[src/rtl/opicorv32_pcpi_pkg.sv]
// Shared constants and types for the PCPI multiply/divide coprocessor.
// Contents: the RV32M/RV64M opcode and funct7 constants, the funct3 op enum
// and the FSM state enum.
package opicorv32_pcpi_pkg;

    localparam logic [6:0] PCPI_OPCODE_OP = 7'b0110011;
    localparam logic [6:0] PCPI_FUNCT7_MD = 7'b0000001;

    typedef enum logic [2:0] {
        OP_MUL    = 3'd0,
        OP_MULH   = 3'd1,
        OP_MULHSU = 3'd2,
        OP_MULHU  = 3'd3,
        OP_DIV    = 3'd4,
        OP_DIVU   = 3'd5,
        OP_REM    = 3'd6,
        OP_REMU   = 3'd7
    } op_e;

    typedef enum logic [1:0] {
        ST_IDLE = 2'd0,
        ST_RUN  = 2'd1,
        ST_DONE = 2'd2
    } state_e;

endpackage

[src/rtl/opicorv32_pcpi_muldiv_if.sv]
// PCPI bus between the core and a coprocessor.
// master (core): drives pcpi_valid/insn/rs1/rs2, receives wr/rd/wait/ready.
// slave (coprocessor): the reverse.
interface opicorv32_pcpi_muldiv_if #(
    parameter int unsigned XLEN = 32
);
    logic            pcpi_valid;
    logic [31:0]     pcpi_insn;
    logic [XLEN-1:0] pcpi_rs1;
    logic [XLEN-1:0] pcpi_rs2;
    logic            pcpi_wr;
    logic [XLEN-1:0] pcpi_rd;
    logic            pcpi_wait;
    logic            pcpi_ready;

    modport master (
        output pcpi_valid, pcpi_insn, pcpi_rs1, pcpi_rs2,
        input  pcpi_wr, pcpi_rd, pcpi_wait, pcpi_ready
    );

    modport slave (
        input  pcpi_valid, pcpi_insn, pcpi_rs1, pcpi_rs2,
        output pcpi_wr, pcpi_rd, pcpi_wait, pcpi_ready
    );
endinterface

[src/rtl/opicorv32_pcpi_mul_step.sv]
// Combinational shift-add slice: retires STEPS multiplier bits in one pass.
// Ports: acc_i (running sum), mcand_i (multiplicand aligned to the current
// bit position), mplier_i (next STEPS multiplier bits, LSB first),
// acc_o (updated sum, modulo 2^W).
module opicorv32_pcpi_mul_step #(
    parameter int unsigned W     = 64,
    parameter int unsigned STEPS = 1
) (
    input  logic [W-1:0]     acc_i,
    input  logic [W-1:0]     mcand_i,
    input  logic [STEPS-1:0] mplier_i,
    output logic [W-1:0]     acc_o
);

    always_comb begin
        acc_o = acc_i;
        for (int i = 0; i < int'(STEPS); i++) begin
            if (mplier_i[i]) begin
                acc_o = acc_o + (mcand_i << i);
            end
        end
    end

endmodule

[src/rtl/opicorv32_pcpi_muldiv.sv]
// PCPI coprocessor for RV32M/RV64M multiply and divide.
// Parameters: XLEN (32/64), MUL_STEPS (multiplier bits per cycle).
// Ports: clk, reset (async active-high), pcpi (slave side of the PCPI bus).
// Optional feature: define OPICORV32_PCPI_DIV_EN to include the restoring
// divider (funct3 4..7); without it those encodings are never claimed.
module opicorv32_pcpi_muldiv
    import opicorv32_pcpi_pkg::*;
#(
    parameter int unsigned XLEN      = 32,
    parameter int unsigned MUL_STEPS = 1
) (
    input  logic                   clk,
    input  logic                   reset,
    opicorv32_pcpi_muldiv_if.slave pcpi
);

    localparam int unsigned DW    = 2 * XLEN;
    localparam int unsigned CNT_W = $clog2(2 * XLEN + 1);

    state_e            state_q, state_d;
    op_e               op_q, op_d;
    logic [CNT_W-1:0]  cnt_q, cnt_d;
    logic [DW-1:0]     acc_q, acc_d;
    logic [DW-1:0]     mcand_q, mcand_d;
    logic [DW-1:0]     mplier_q, mplier_d;
    logic              wait_q, wait_d;
    logic              ready_q, ready_d;
    logic [XLEN-1:0]   rd_q, rd_d;

    logic [DW-1:0]     acc_step;
    logic [XLEN-1:0]   result;
    logic              insn_match;
    op_e               insn_op;
    logic              sgn_a, sgn_b;
    logic              unused_insn;

    assign insn_op     = op_e'(pcpi.pcpi_insn[14:12]);
    assign unused_insn = ^{pcpi.pcpi_insn[24:15], pcpi.pcpi_insn[11:7]};

    // Decode; only feeds the next-state logic, never an output directly.
    always_comb begin
        insn_match = pcpi.pcpi_valid
                     && (pcpi.pcpi_insn[6:0]   == PCPI_OPCODE_OP)
                     && (pcpi.pcpi_insn[31:25] == PCPI_FUNCT7_MD);
`ifndef OPICORV32_PCPI_DIV_EN
        insn_match = insn_match && !pcpi.pcpi_insn[14];
`endif
    end

    // Operand extension: signed forms sign-extend to 2*XLEN so the high word is exact.
    assign sgn_a = (insn_op == OP_MULH) || (insn_op == OP_MULHSU);
    assign sgn_b = (insn_op == OP_MULH);

    opicorv32_pcpi_mul_step #(
        .W     (DW),
        .STEPS (MUL_STEPS)
    ) u_mul_step (
        .acc_i    (acc_q),
        .mcand_i  (mcand_q),
        .mplier_i (mplier_q[MUL_STEPS-1:0]),
        .acc_o    (acc_step)
    );

`ifdef OPICORV32_PCPI_DIV_EN
    logic [XLEN-1:0] div_rem_q, div_rem_d;
    logic [XLEN-1:0] div_quo_q, div_quo_d;
    logic [XLEN-1:0] div_den_q, div_den_d;
    logic            neg_quo_q, neg_quo_d;
    logic            neg_rem_q, neg_rem_d;

    logic [XLEN:0]   rem_shift;
    logic [XLEN:0]   rem_trial;
    logic [XLEN-1:0] rem_step, quo_step;
    logic [XLEN-1:0] quo_final, rem_final;
    logic            div_signed, a_neg, b_neg;
    logic [XLEN-1:0] a_mag, b_mag;

    // One restoring step: shift in the next dividend bit, subtract if it fits.
    always_comb begin
        rem_shift = {div_rem_q, div_quo_q[XLEN-1]};
        rem_trial = rem_shift - {1'b0, div_den_q};
        if (!rem_trial[XLEN]) begin
            rem_step = rem_trial[XLEN-1:0];
            quo_step = {div_quo_q[XLEN-2:0], 1'b1};
        end else begin
            rem_step = rem_shift[XLEN-1:0];
            quo_step = {div_quo_q[XLEN-2:0], 1'b0};
        end
        quo_final = neg_quo_q ? (XLEN'(0) - quo_step) : quo_step;
        rem_final = neg_rem_q ? (XLEN'(0) - rem_step) : rem_step;
    end

    // Magnitudes of the incoming operands for the signed forms.
    always_comb begin
        div_signed = (insn_op == OP_DIV) || (insn_op == OP_REM);
        a_neg      = div_signed && pcpi.pcpi_rs1[XLEN-1];
        b_neg      = div_signed && pcpi.pcpi_rs2[XLEN-1];
        a_mag      = a_neg ? (XLEN'(0) - pcpi.pcpi_rs1) : pcpi.pcpi_rs1;
        b_mag      = b_neg ? (XLEN'(0) - pcpi.pcpi_rs2) : pcpi.pcpi_rs2;
    end
`endif

    // Result mux for the final RUN cycle, using the post-step datapath values.
    always_comb begin
        result = '0;
        case (op_q)
            OP_MUL:                        result = acc_step[XLEN-1:0];
            OP_MULH, OP_MULHSU, OP_MULHU:  result = acc_step[DW-1:XLEN];
`ifdef OPICORV32_PCPI_DIV_EN
            OP_DIV, OP_DIVU:               result = quo_final;
            OP_REM, OP_REMU:               result = rem_final;
`endif
            default:                       result = '0;
        endcase
    end

    // Next-state and datapath update.
    always_comb begin
        state_d  = state_q;
        op_d     = op_q;
        cnt_d    = cnt_q;
        acc_d    = acc_q;
        mcand_d  = mcand_q;
        mplier_d = mplier_q;
        wait_d   = 1'b0;
        ready_d  = 1'b0;
        rd_d     = '0;
`ifdef OPICORV32_PCPI_DIV_EN
        div_rem_d = div_rem_q;
        div_quo_d = div_quo_q;
        div_den_d = div_den_q;
        neg_quo_d = neg_quo_q;
        neg_rem_d = neg_rem_q;
`endif
        case (state_q)
            ST_IDLE: begin
                if (insn_match) begin
                    state_d  = ST_RUN;
                    wait_d   = 1'b1;
                    op_d     = insn_op;
                    acc_d    = '0;
                    mcand_d  = {{XLEN{sgn_a & pcpi.pcpi_rs1[XLEN-1]}}, pcpi.pcpi_rs1};
                    mplier_d = {{XLEN{sgn_b & pcpi.pcpi_rs2[XLEN-1]}}, pcpi.pcpi_rs2};
                    case (insn_op)
                        OP_MUL:                       cnt_d = CNT_W'(XLEN / MUL_STEPS);
                        OP_MULH, OP_MULHSU, OP_MULHU: cnt_d = CNT_W'(DW / MUL_STEPS);
                        default:                      cnt_d = CNT_W'(XLEN);
                    endcase
`ifdef OPICORV32_PCPI_DIV_EN
                    div_rem_d = '0;
                    div_quo_d = a_mag;
                    div_den_d = b_mag;
                    neg_quo_d = (a_neg ^ b_neg) && (pcpi.pcpi_rs2 != '0);
                    neg_rem_d = a_neg;
`endif
                end
            end
            ST_RUN: begin
                if (!pcpi.pcpi_valid) begin
                    // Core withdrew the instruction: drop it silently.
                    state_d = ST_IDLE;
                end else begin
                    acc_d    = acc_step;
                    mcand_d  = mcand_q << MUL_STEPS;
                    mplier_d = mplier_q >> MUL_STEPS;
                    cnt_d    = cnt_q - CNT_W'(1);
`ifdef OPICORV32_PCPI_DIV_EN
                    div_rem_d = rem_step;
                    div_quo_d = quo_step;
`endif
                    if (cnt_q == CNT_W'(1)) begin
                        state_d = ST_DONE;
                        ready_d = 1'b1;
                        rd_d    = result;
                    end else begin
                        wait_d  = 1'b1;
                    end
                end
            end
            ST_DONE: begin
                state_d = ST_IDLE;
            end
            default: begin
                state_d = ST_IDLE;
            end
        endcase
    end

    // State and datapath registers.
    always_ff @(posedge clk or posedge reset) begin
        if (reset) begin
            state_q  <= ST_IDLE;
            op_q     <= OP_MUL;
            cnt_q    <= '0;
            acc_q    <= '0;
            mcand_q  <= '0;
            mplier_q <= '0;
            wait_q   <= 1'b0;
            ready_q  <= 1'b0;
            rd_q     <= '0;
        end else begin
            state_q  <= state_d;
            op_q     <= op_d;
            cnt_q    <= cnt_d;
            acc_q    <= acc_d;
            mcand_q  <= mcand_d;
            mplier_q <= mplier_d;
            wait_q   <= wait_d;
            ready_q  <= ready_d;
            rd_q     <= rd_d;
        end
    end

`ifdef OPICORV32_PCPI_DIV_EN
    // Divider registers.
    always_ff @(posedge clk or posedge reset) begin
        if (reset) begin
            div_rem_q <= '0;
            div_quo_q <= '0;
            div_den_q <= '0;
            neg_quo_q <= 1'b0;
            neg_rem_q <= 1'b0;
        end else begin
            div_rem_q <= div_rem_d;
            div_quo_q <= div_quo_d;
            div_den_q <= div_den_d;
            neg_quo_q <= neg_quo_d;
            neg_rem_q <= neg_rem_d;
        end
    end
`endif

    assign pcpi.pcpi_wait  = wait_q;
    assign pcpi.pcpi_ready = ready_q;
    assign pcpi.pcpi_wr    = ready_q;
    assign pcpi.pcpi_rd    = rd_q;

endmodule

[src/flat_wrapper.sv]
// flat-port wrapper written by rule: the top's interface ports become plain ports
module opicorv32_pcpi_muldiv_flat import opicorv32_pcpi_pkg::*;
#(
    parameter int unsigned XLEN      = 32,
    parameter int unsigned MUL_STEPS = 1
)
  (clk, reset, pcpi_pcpi_valid, pcpi_pcpi_insn, pcpi_pcpi_rs1, pcpi_pcpi_rs2, pcpi_pcpi_wr, pcpi_pcpi_rd, pcpi_pcpi_wait, pcpi_pcpi_ready);
  opicorv32_pcpi_muldiv_if #(.XLEN(XLEN)) pcpi_i ();
  input  logic clk;
  input  logic reset;
  input wire logic [$bits(pcpi_i.pcpi_valid)-1:0] pcpi_pcpi_valid;
  input wire logic [$bits(pcpi_i.pcpi_insn)-1:0] pcpi_pcpi_insn;
  input wire logic [$bits(pcpi_i.pcpi_rs1)-1:0] pcpi_pcpi_rs1;
  input wire logic [$bits(pcpi_i.pcpi_rs2)-1:0] pcpi_pcpi_rs2;
  output wire logic [$bits(pcpi_i.pcpi_wr)-1:0] pcpi_pcpi_wr;
  output wire logic [$bits(pcpi_i.pcpi_rd)-1:0] pcpi_pcpi_rd;
  output wire logic [$bits(pcpi_i.pcpi_wait)-1:0] pcpi_pcpi_wait;
  output wire logic [$bits(pcpi_i.pcpi_ready)-1:0] pcpi_pcpi_ready;
  assign pcpi_i.pcpi_valid = pcpi_pcpi_valid;
  assign pcpi_i.pcpi_insn = pcpi_pcpi_insn;
  assign pcpi_i.pcpi_rs1 = pcpi_pcpi_rs1;
  assign pcpi_i.pcpi_rs2 = pcpi_pcpi_rs2;
  assign pcpi_pcpi_wr = pcpi_i.pcpi_wr;
  assign pcpi_pcpi_rd = pcpi_i.pcpi_rd;
  assign pcpi_pcpi_wait = pcpi_i.pcpi_wait;
  assign pcpi_pcpi_ready = pcpi_i.pcpi_ready;
  opicorv32_pcpi_muldiv #(.XLEN(XLEN), .MUL_STEPS(MUL_STEPS)) u_core (.clk(clk), .reset(reset), .pcpi(pcpi_i));
endmodule
[config.mk]
export PLATFORM = sky130hd
export DESIGN_NAME = opicorv32_pcpi_muldiv_flat
export DESIGN_NICKNAME = d
export VERILOG_FILES = /design/src/rtl/opicorv32_pcpi_pkg.sv /design/src/rtl/opicorv32_pcpi_muldiv_if.sv /design/src/rtl/opicorv32_pcpi_mul_step.sv /design/src/rtl/opicorv32_pcpi_muldiv.sv /design/src/flat_wrapper.sv
export SDC_FILE = /design/constraint.sdc
export NUM_CORES = 1
export LEC_CHECK = 0
export CORE_MARGIN = 2
export CORE_UTILIZATION = 45
export DETAILED_ROUTE_END_ITERATION = 12
export GPL_TIMING_DRIVEN = 0
export PLACE_DENSITY = 0.68
export SETUP_SLACK_MARGIN = 0.2
export SLEW_MARGIN = 5
export SYNTH_ARGS = -nofsm -noshare
export SYNTH_HDL_FRONTEND = slang
export SYNTH_SLANG_ARGS = --single-unit
[constraint.sdc]
create_clock -name clk -period 7.2 [get_ports clk]
set_clock_uncertainty 0.1 [all_clocks]
set_input_delay 1.08 -clock clk [delete_from_list [all_inputs] [get_ports clk]]
set_output_delay 1.08 -clock clk [all_outputs]
set_load 0.01 [all_outputs]
# Word level (Yosys, flattened, before mapping)
# Index checks and enable logic that the tools add are counted.
# word_totals
ff_bits	238
in_bits	99
out_inout_bits	35
# classes
addsub	2
n_eq_ne	13
mux	29
bitwise_logic	2
n_reduce_logical	13
# op_table
op	n
$mux 64	7
$pmux 64 s2	3
$mux 32	3
$add 64x64->64	1
$pmux 32 s2	1
$mux 7	3
$eq 7x1->1 const B	2
$pmux 7 s2	1
$eq 3x2->1 const B	4
$eq 7x6->1 const B	1
$sub 7x1->7 const B	1
$eq 3x1->1 const B	2
$mux 1	6
$mux 2	3
$reduce_or 3->1	2
$pmux 2 s2	1
$reduce_and 2->1	2
$logic_and 1x1->1	3
$logic_not 3->1	1
$ne 3x2->1 const B	1
$reduce_and 3->1	1
$and 1x1->1	2
$eq 2x1->1 const B	1
$logic_not 2->1	1
other kinds (6)	6

# Longest topological paths before layout
# depth
word_depth	6
ltp_mapped	15
mapped_depth_nobuf	15

# Cells and area by module
# Synthesis repeated with hierarchy kept, for this count alone.
# hier_totals
cells_unflattened	1788
area_unflattened_um2	15361.0
# modules_own_cells
mod	n_inst	cells_each	area_each_um2	seq_area_each_um2
opicorv32_pcpi_muldiv	1	1080	10568.9	5955.7
opicorv32_pcpi_mul_step	1	708	4792.1	0.0

# Least setup slack after synthesis
# Ideal clock, no wire load.
# synth_path
path_type	register -> register
start	register u_core.mcand_q[0]
end	register u_core.acc_q[62]
setup_time_ns	0.079
t_arrival_ns	3.208
t_required_ns	7.021
slack_ns	3.813
stages_incl_launch_ff	16
synth_period_minus_slack_ns	3.387
cell_sequence	dfrtp_1 -> ha_1 -> inv_1 -> fa_1 -> nand2b_1 -> a21oi_1 -> a211oi_1 -> o31ai_1 -> a31oi_1 -> o31ai_2 -> a21oi_1 -> a211o_1 -> a21oi_1 -> nand3_1 -> o21ai_0 -> a2bb2oi_1
# synth_via
elab_chain_cells	4
# synth_lines
element	line	source
start: declaration	opicorv32_pcpi_muldiv.sv:24	logic [DW-1:0] mcand_q, mcand_d;
start signal: assignment	opicorv32_pcpi_muldiv.sv:206	mcand_q <= mcand_d;
$add 64x64->64	opicorv32_pcpi_mul_step.sv:19	acc_o = acc_o + (mcand_i << i);
$mux 64	opicorv32_pcpi_mul_step.sv:18	if (mplier_i[i]) begin
$mux 64	opicorv32_pcpi_muldiv.sv:159	if (!pcpi.pcpi_valid) begin
$pmux 64 s2	opicorv32_pcpi_muldiv.sv:135	case (state_q)
end signal: assignment	opicorv32_pcpi_muldiv.sv:195	acc_q <= '0;
end signal: assignment	opicorv32_pcpi_muldiv.sv:205	acc_q <= acc_d;
end: declaration	opicorv32_pcpi_muldiv.sv:23	logic [DW-1:0] acc_q, acc_d;
# Every way passes these cells. The select of a mux whose other input is x is not followed.
# A chain may end at the register's enable or synchronous reset.

# Worst setup path after layout
# layout_path
start	register u_core.acc_q[0]
end	register u_core.rd_q[28] (netlist: u_core.pcpi.pcpi_rd[28])
# layout_via
elab_chain_cells	6
# layout_lines
element	line	source
$add 64x64->64	opicorv32_pcpi_mul_step.sv:19	
$mux 64	opicorv32_pcpi_mul_step.sv:18	
$pmux 32 s2	opicorv32_pcpi_muldiv.sv:106	case (op_q)
$mux 32	opicorv32_pcpi_muldiv.sv:171	if (cnt_q == CNT_W'(1)) begin
$mux 32	opicorv32_pcpi_muldiv.sv:159	
$mux 32	opicorv32_pcpi_muldiv.sv:135	
named net u_core.rd_d[28]	opicorv32_pcpi_muldiv.sv:28	logic [XLEN-1:0] rd_q, rd_d;
end signal: assignment	opicorv32_pcpi_muldiv.sv:210	rd_q <= rd_d;
end: declaration	opicorv32_pcpi_muldiv.sv:28	
# The timed path passes the listed nets, and every way through them passes these cells.

==> impl_metrics.sql <==
INSERT INTO impl_metrics (metric_group, metric, value, unit) VALUES
('clock_tree', 'cts.reportedPaths.clkPinSlew', '60', 'ps'),
('routing', 'vias', '13100', ''),
('clock_tree', 'clk_path_buf_depth', '3', ''),
('hold_path', 'timing.hold.worst_endpoint', 'u_core.mplier_q[31]$_DFFE_PP0P_', ''),
('final_layout', 'drive_above_1_share', '4.36', '%'),
('synth', 'synthDominantCellAreaShare', '42.7', '%'),
('sta', 'final.setup.tns', '0', 'ps'),
('clock_tree', 'cts_max_level', '1', ''),
('routing', 'final_antenna_violating_net_count', '0', ''),
('final_layout', 'final_core_utilization', '54.8', '%'),
('floorplanning', 'floorplan.io_pins', '134', ''),
('sta', 'report.final.hold_viol_count', '0', ''),
('synth', 'synth.avg_cell_area', '8.30', 'um^2'),
('synth', 'synth_area', '13900', 'um^2'),
('critical_path', 'setup.worst_path.class', 'reg -> reg', ''),
('routing', 'post_drt_via_cell_ratio', '5.83', ''),
('pwr', 'power.share.combinational', '3.3', '%'),
('hold_path', 'min_from', 'u_core.mplier_q[31]$_DFFE_PP0P_', ''),
('run_status', 'outcome', 'finished clean', ''),
('clock_tree', 'clockRootBuffer', 'clkbuf_16', ''),
('critical_path', 'slowest_stage', 'a2111oi_0', ''),
('global_route', 'grt_first_pass_wirelength', '71.7', 'mm'),
('sta', 'period_share', '68.7', '%'),
('pwr', 'p_sw_share', '21.6', '%'),
('sta', 'slew_viols_final', '0', ''),
('routing', 'drcViolationCount', '0', ''),
('clock_tree', 'cts_repair_resize_count', '0', ''),
('hold_path', 'worst_hold_path_type', 'reg -> reg', ''),
('final_layout', 'area_growth_synth_to_finish', '20.1', '%'),
('sta', 'timing.final.setup_violations', '0', ''),
('critical_path', 'timing.critical_path.to_type', 'register', ''),
('final_layout', 'insertedDiodeCount', '0', ''),
('placed_design', 'dp_hpwl', '35.0', 'mm'),
('global_route', 'gr-total-overflow', '0', ''),
('synth', 'synth-warning-count', '0', ''),
('synth', 'yosysUniqueCellTypes', '70', ''),
('sta', 'max_slew.worst_pin.slew', '1190', 'ps'),
('synth', 'ys_seq_area_share', '42.7', '%'),
('placed_design', 'dp_worst_setup_slack', '2560', 'ps'),
('pwr', 'worst_ir_drop_vdd', '206', 'uV'),
('critical_path', 'worstSetupStartpointType', 'register', ''),
('floorplanning', 'design.core.area', '30600', 'um^2'),
('synth', 'post_synth_inst_count', '1680', ''),
('global_route', 'grt_usage', '27.7', '%'),
('routing', 'detail_route.wirelength', '45.5', 'mm'),
('critical_path', 'cp_cell_sequence', 'ha_1, inv_1, fa_1, nand2b_1, a21oi_1, o21ai_0, a2111oi_0, o211ai_1, o211ai_1, a21oi_1, o22a_1, o21ai_0, xnor2_1, o221ai_1, and2_1', ''),
('floorplanning', 'dieArea', '32400', 'um^2'),
('critical_path', 'crit_path_max_fanout', '4', ''),
('synth', 'postSynthNetCount', '1845', ''),
('placed_design', 'port-buffer-count', '118', ''),
('sta', 'grt_setup_unrepaired', 'no', ''),
('critical_path', 'max_stage_delay', '1090', 'ps'),
('synth', 'synthTopCellsByArea', 'dfrtp_1 43%, nand2_1 8.1%, ha_1 5.8%, a21oi_1 5.0%, nand3_1 4.6%', ''),
('clock_tree', 'cts.sink_count', '238', ''),
('routing', 'drt-initial-drc-count', '1059', ''),
('routing', 'wire_per_inst', '20.2', 'um'),
('critical_path', 'worst_reg2reg_path_startpoint', 'u_core.acc_q[0]$_DFFE_PP0P_', ''),
('hold_path', 'min_delay_path_depth', '2', ''),
('final_layout', 'nets', '1999', ''),
('pwr', 'power.density_cell_area', '176', 'nW/um^2'),
('pwr', 'cellLeakagePower', '7.46', 'nW'),
('clock_tree', 'tritoncts.num_buffers', '28', ''),
('pwr', 'design_power_total', '0.00294', 'W'),
('pwr', 'p_seq_share', '45.5', '%'),
('final_layout', 'number_of_fill_cells', '2916', ''),
('floorplanning', 'chipHeight', '180', 'um'),
('pwr', 'net-switching-power', '0.000636', 'W'),
('pwr', 'power.share.clock', '51.2', '%'),
('synth', 'synth-async-reset-ratio', '100', '%'),
('global_route', 'vias_in_the_first_global_route', '12800', ''),
('critical_path', 'flop2flop_setup_slack', '2250', 'ps');
## metal layers
metal  part of all wire, %  GRT usage [%]  vias to the layer above  routed length [um]
met5                 0.029              0                        -                  13
met4                   3.8           9.26                        2                1710
met3                   5.3           3.21                       91                2390
met2                    46           45.2                      418               21000
met1                    45           38.6                     6353               20300
li1                      -              -                     6263                   -
## placed cells by master (no fill, tap or decap), types with 6 or more instances in the layout
master	instances
a22oi_1	13
a21oi_1	139
clkdlybuf4s50_1	118
a22o_1	14
nand2_1	300
xor2_1	21
nand3_1	128
buf_12	6
mux2i_1	20
o21ai_0	96
clkinv_2	6
xnor2_1	43
a21o_1	19
buf_1	9
nand4_1	26
o21a_1	8
o21bai_1	16
clkbuf_8	9
ha_1	65
clkbuf_16	28
clkbuf_1	106
o31ai_1	9
nor2_1	162
o22ai_1	20
and2_1	6
inv_1	36
nand2b_1	7
nor4_1	6
a221oi_1	7
nor3_1	13
a31oi_1	72
dfrtp_1	238
## sequential cells by signal, indices dropped and copies added, names as in the netlist
name,cells
u_core.mplier_q,64
u_core.pcpi.pcpi_rd,32
u_core.pcpi.pcpi_ready,1
u_core.op_q,3
u_core.mcand_q,64
u_core.pcpi.pcpi_wait,1
u_core.state_q,2
u_core.acc_q,64
u_core.cnt_q,7
## power by group through the flow
| stage | Sequential (W) | Combinational, W | Clock [W] |
|---|---|---|---|
| final | 0.00134 | 0.0000961 | 0.00151 |
| after global routing | 0.00134 | 0.000107 | 0.00158 |
| after CTS | 0.00134 | 0.0000985 | 0.00153 |
| after detailed placement | 0.00136 | 0.0000982 | 0 |
| after global placement | 0.00137 | 0.0000888 | 0 |
| after floorplan | 0.00136 | 0.0000324 | 0 |
## cell families after synthesis
kind of cell,after synthesis,synth area share [%]
adder cells (fa/ha/maj),66,5.97
AO/OA/AOI/OAI,456,20.3
AND/OR/NAND/NOR,675,21.0
buffers and inverters,157,4.31
flip-flops,238,42.7
multiplexers,24,1.76
XOR/XNOR,64,4.02
## worst max path at each step
stage / start / to / slack (ps) / cells after the start
2_1_floorplan: reset / u_core.acc_q[0]$_DFFE_PP0P_ / 2900 / 1
5_1_grt: u_core.acc_q[0]$_DFFE_PP0P_ / u_core.pcpi.pcpi_rd[28]$_DFF_PP0_ / 2100 / 15
6_report: u_core.acc_q[0]$_DFFE_PP0P_ / u_core.pcpi.pcpi_rd[28]$_DFF_PP0_ / 2250 / 15
3_5_place_dp: u_core.mcand_q[0]$_DFFE_PP0P_ / u_core.pcpi.pcpi_rd[28]$_DFF_PP0_ / 2560 / 15
3_3_place_gp: reset / u_core.mcand_q[54]$_DFFE_PP0P_ / 1060 / 2
4_1_cts: u_core.mcand_q[0]$_DFFE_PP0P_ / u_core.pcpi.pcpi_rd[28]$_DFF_PP0_ / 2500 / 15
## layout make-up
type	count	area, um^2	share of cell area [%]
clock inverter	12	166	0.993
tap	396	495	2.96
inverter	38	146	0.874
timing repair buffer	124	1300	7.77
sequential	238	5960	35.6
buffer	119	458	2.73
multi-input combinational	1285	7390	44.1
clock buffer	40	836	4.99
## through the flow
stage	area, um^2	hold WS (ps)	std cells
6_report	16800	397	2252
5_1_grt	16800	441	2252
4_1_cts	16800	396	2252
3_5_place_dp	15700	372	2200
3_3_place_gp	15600	369	2194
2_1_floorplan	14000	346	1680
## worst max-delay path: cells and delay by family (launching register included)
kind | cells | cell delay (ps)
AO/OA/AOI/OAI | 9 | 3050
XOR/XNOR | 1 | 200
adder cells (fa/ha/maj) | 2 | 600
buffers and inverters | 1 | 60
flip-flops | 1 | 400
AND/OR/NAND/NOR | 2 | 400
Note: power is estimated with default switching activity, not from simulation.
==> RTL change, RTL diff (same flow settings) <==
Add a define of `OPICORV32_PCPI_DIV_EN`.
--- a/src/rtl/opicorv32_pcpi_muldiv.sv
+++ b/src/rtl/opicorv32_pcpi_muldiv.sv
@@ -5,2 +5,4 @@
 // divider (funct3 4..7); without it those encodings are never claimed.
+`define OPICORV32_PCPI_DIV_EN
+
 module opicorv32_pcpi_muldiv
Formal check against the unedited RTL: not equivalent (a bounded check fails within 4 cycles, from zero or initial values and one cycle with reset high).
==> RTL change against the unedited design <==
Global-route usage rose by 4.5 points; design area rose by 63%; worst setup slack got worse by 1800 ps; core utilization fell by 1.9 points; sequential share of layout area fell by 4.7 points; sequential cell count rose by 98; sequential power rose by 42%; critical endpoint is now u_core.pcpi.pcpi_rd[30]$_DFF_PP0_; area after synthesis rose by 69%; total power rose by 52%; wire length rose by 93%; cell count rose by 70%.
==> RTL change: results <==
{
  "grtUsageTotal_pct": 32.18,
  "n_all_buffers": 322,
  "ys_seq_elements": 336,
  "h-tree-depth": 2,
  "numCtsBuffers": 42,
  "hpwl_um": 69350,
  "fillers": 4808,
  "hp-start": "u_core.div_den_q[30]$_DFFE_PP0P_",
  "detailedPlace.worstSlack_ps": -152.5,
  "grt_pass1_wl_um": 133500,
  "buf_share_pct": 7.757,
  "vias": 23740,
  "grt_pass1_vias": 22220,
  "multi_input_area_share_pct": 51.80,
  "inverters": 80,
  "drt_first_pass_iters": 6,
  "cp_slowest_cell": "dfrtp_1",
  "clk_latency_ps": 600,
  "place.gp.congestion": 1.010,
  "nets": 3317,
  "crit_path_max_incr_delay_ps": 510,
  "status": "complete, no violations",
  "clkbuf_count": 52,
  "syn_nets": 3147,
  "first_iter_violations": 2649,
  "max_slew.worst_pin.slew_ps": 1174,
  "netlist_area_mm2": 0.02358,
  "diodes": 1,
  "vdd_drop_max_uv": 175.7,
  "drive_gt1_share_pct": 4.957
}
==> RTL change: cell types whose count changed in the layout (fill, tap and decap cells not counted), sizes merged, moves of 46 or more <==
cell and change:
a21oi +99, clkbuf +81, dfrtp +98, inv +46, nand2 +143, nor2 +90
o21ai +170, xnor2 +82, xor2 +52
==> RTL change: through the flow <==
| stage | setup TNS (ps) | instances |
|---|---|---|
| floorplan | 0 | 2945 |
| global placement | -268040 | 3743 |
| detailed placement | -152.5 | 3752 |
| CTS | 0 | 3827 |
| global route | 0 | 3827 |
| finish | 0 | 3828 |
==> RTL change: routing by layer <==
metal / share of wire [%] / track usage (%) / up-vias
met1: 44 / 46.10 / 11530
li1: - / - / 10870
met3: 9.5 / 5.294 / 182
met4: 4.2 / 13.40 / 0
met2: 43 / 47.97 / 1149
met5: 0 / 0 / -
==> RTL change: worst paths after layout <==
check / slack [ps] / end / depth (start not counted)
min in group asynchronous: 840 / u_core.div_den_q[29]$_DFFE_PP0P_ / 2
hold / removal: 380 / u_core.div_den_q[30]$_DFFE_PP0P_ / 2
max in group asynchronous: 4700 / u_core.mcand_q[16]$_DFFE_PP0P_ / 6
setup reg to reg: 450 / u_core.pcpi.pcpi_rd[30]$_DFF_PP0_ / 24
setup / recovery: 450 / u_core.pcpi.pcpi_rd[30]$_DFF_PP0_ / 24
hold reg to reg: 380 / u_core.div_den_q[30]$_DFFE_PP0P_ / 2
==> RTL change: cells by family after synthesis <==
logic type | Yosys count | synth area share [%]
multiplexers | 70 | 3.098
AND/OR/NAND/NOR | 1074 | 20.32
buffers and inverters | 276 | 4.478
flip-flops | 336 | 35.65
XOR/XNOR | 198 | 7.353
adder cells (fa/ha/maj) | 103 | 5.528
AO/OA/AOI/OAI | 888 | 23.57
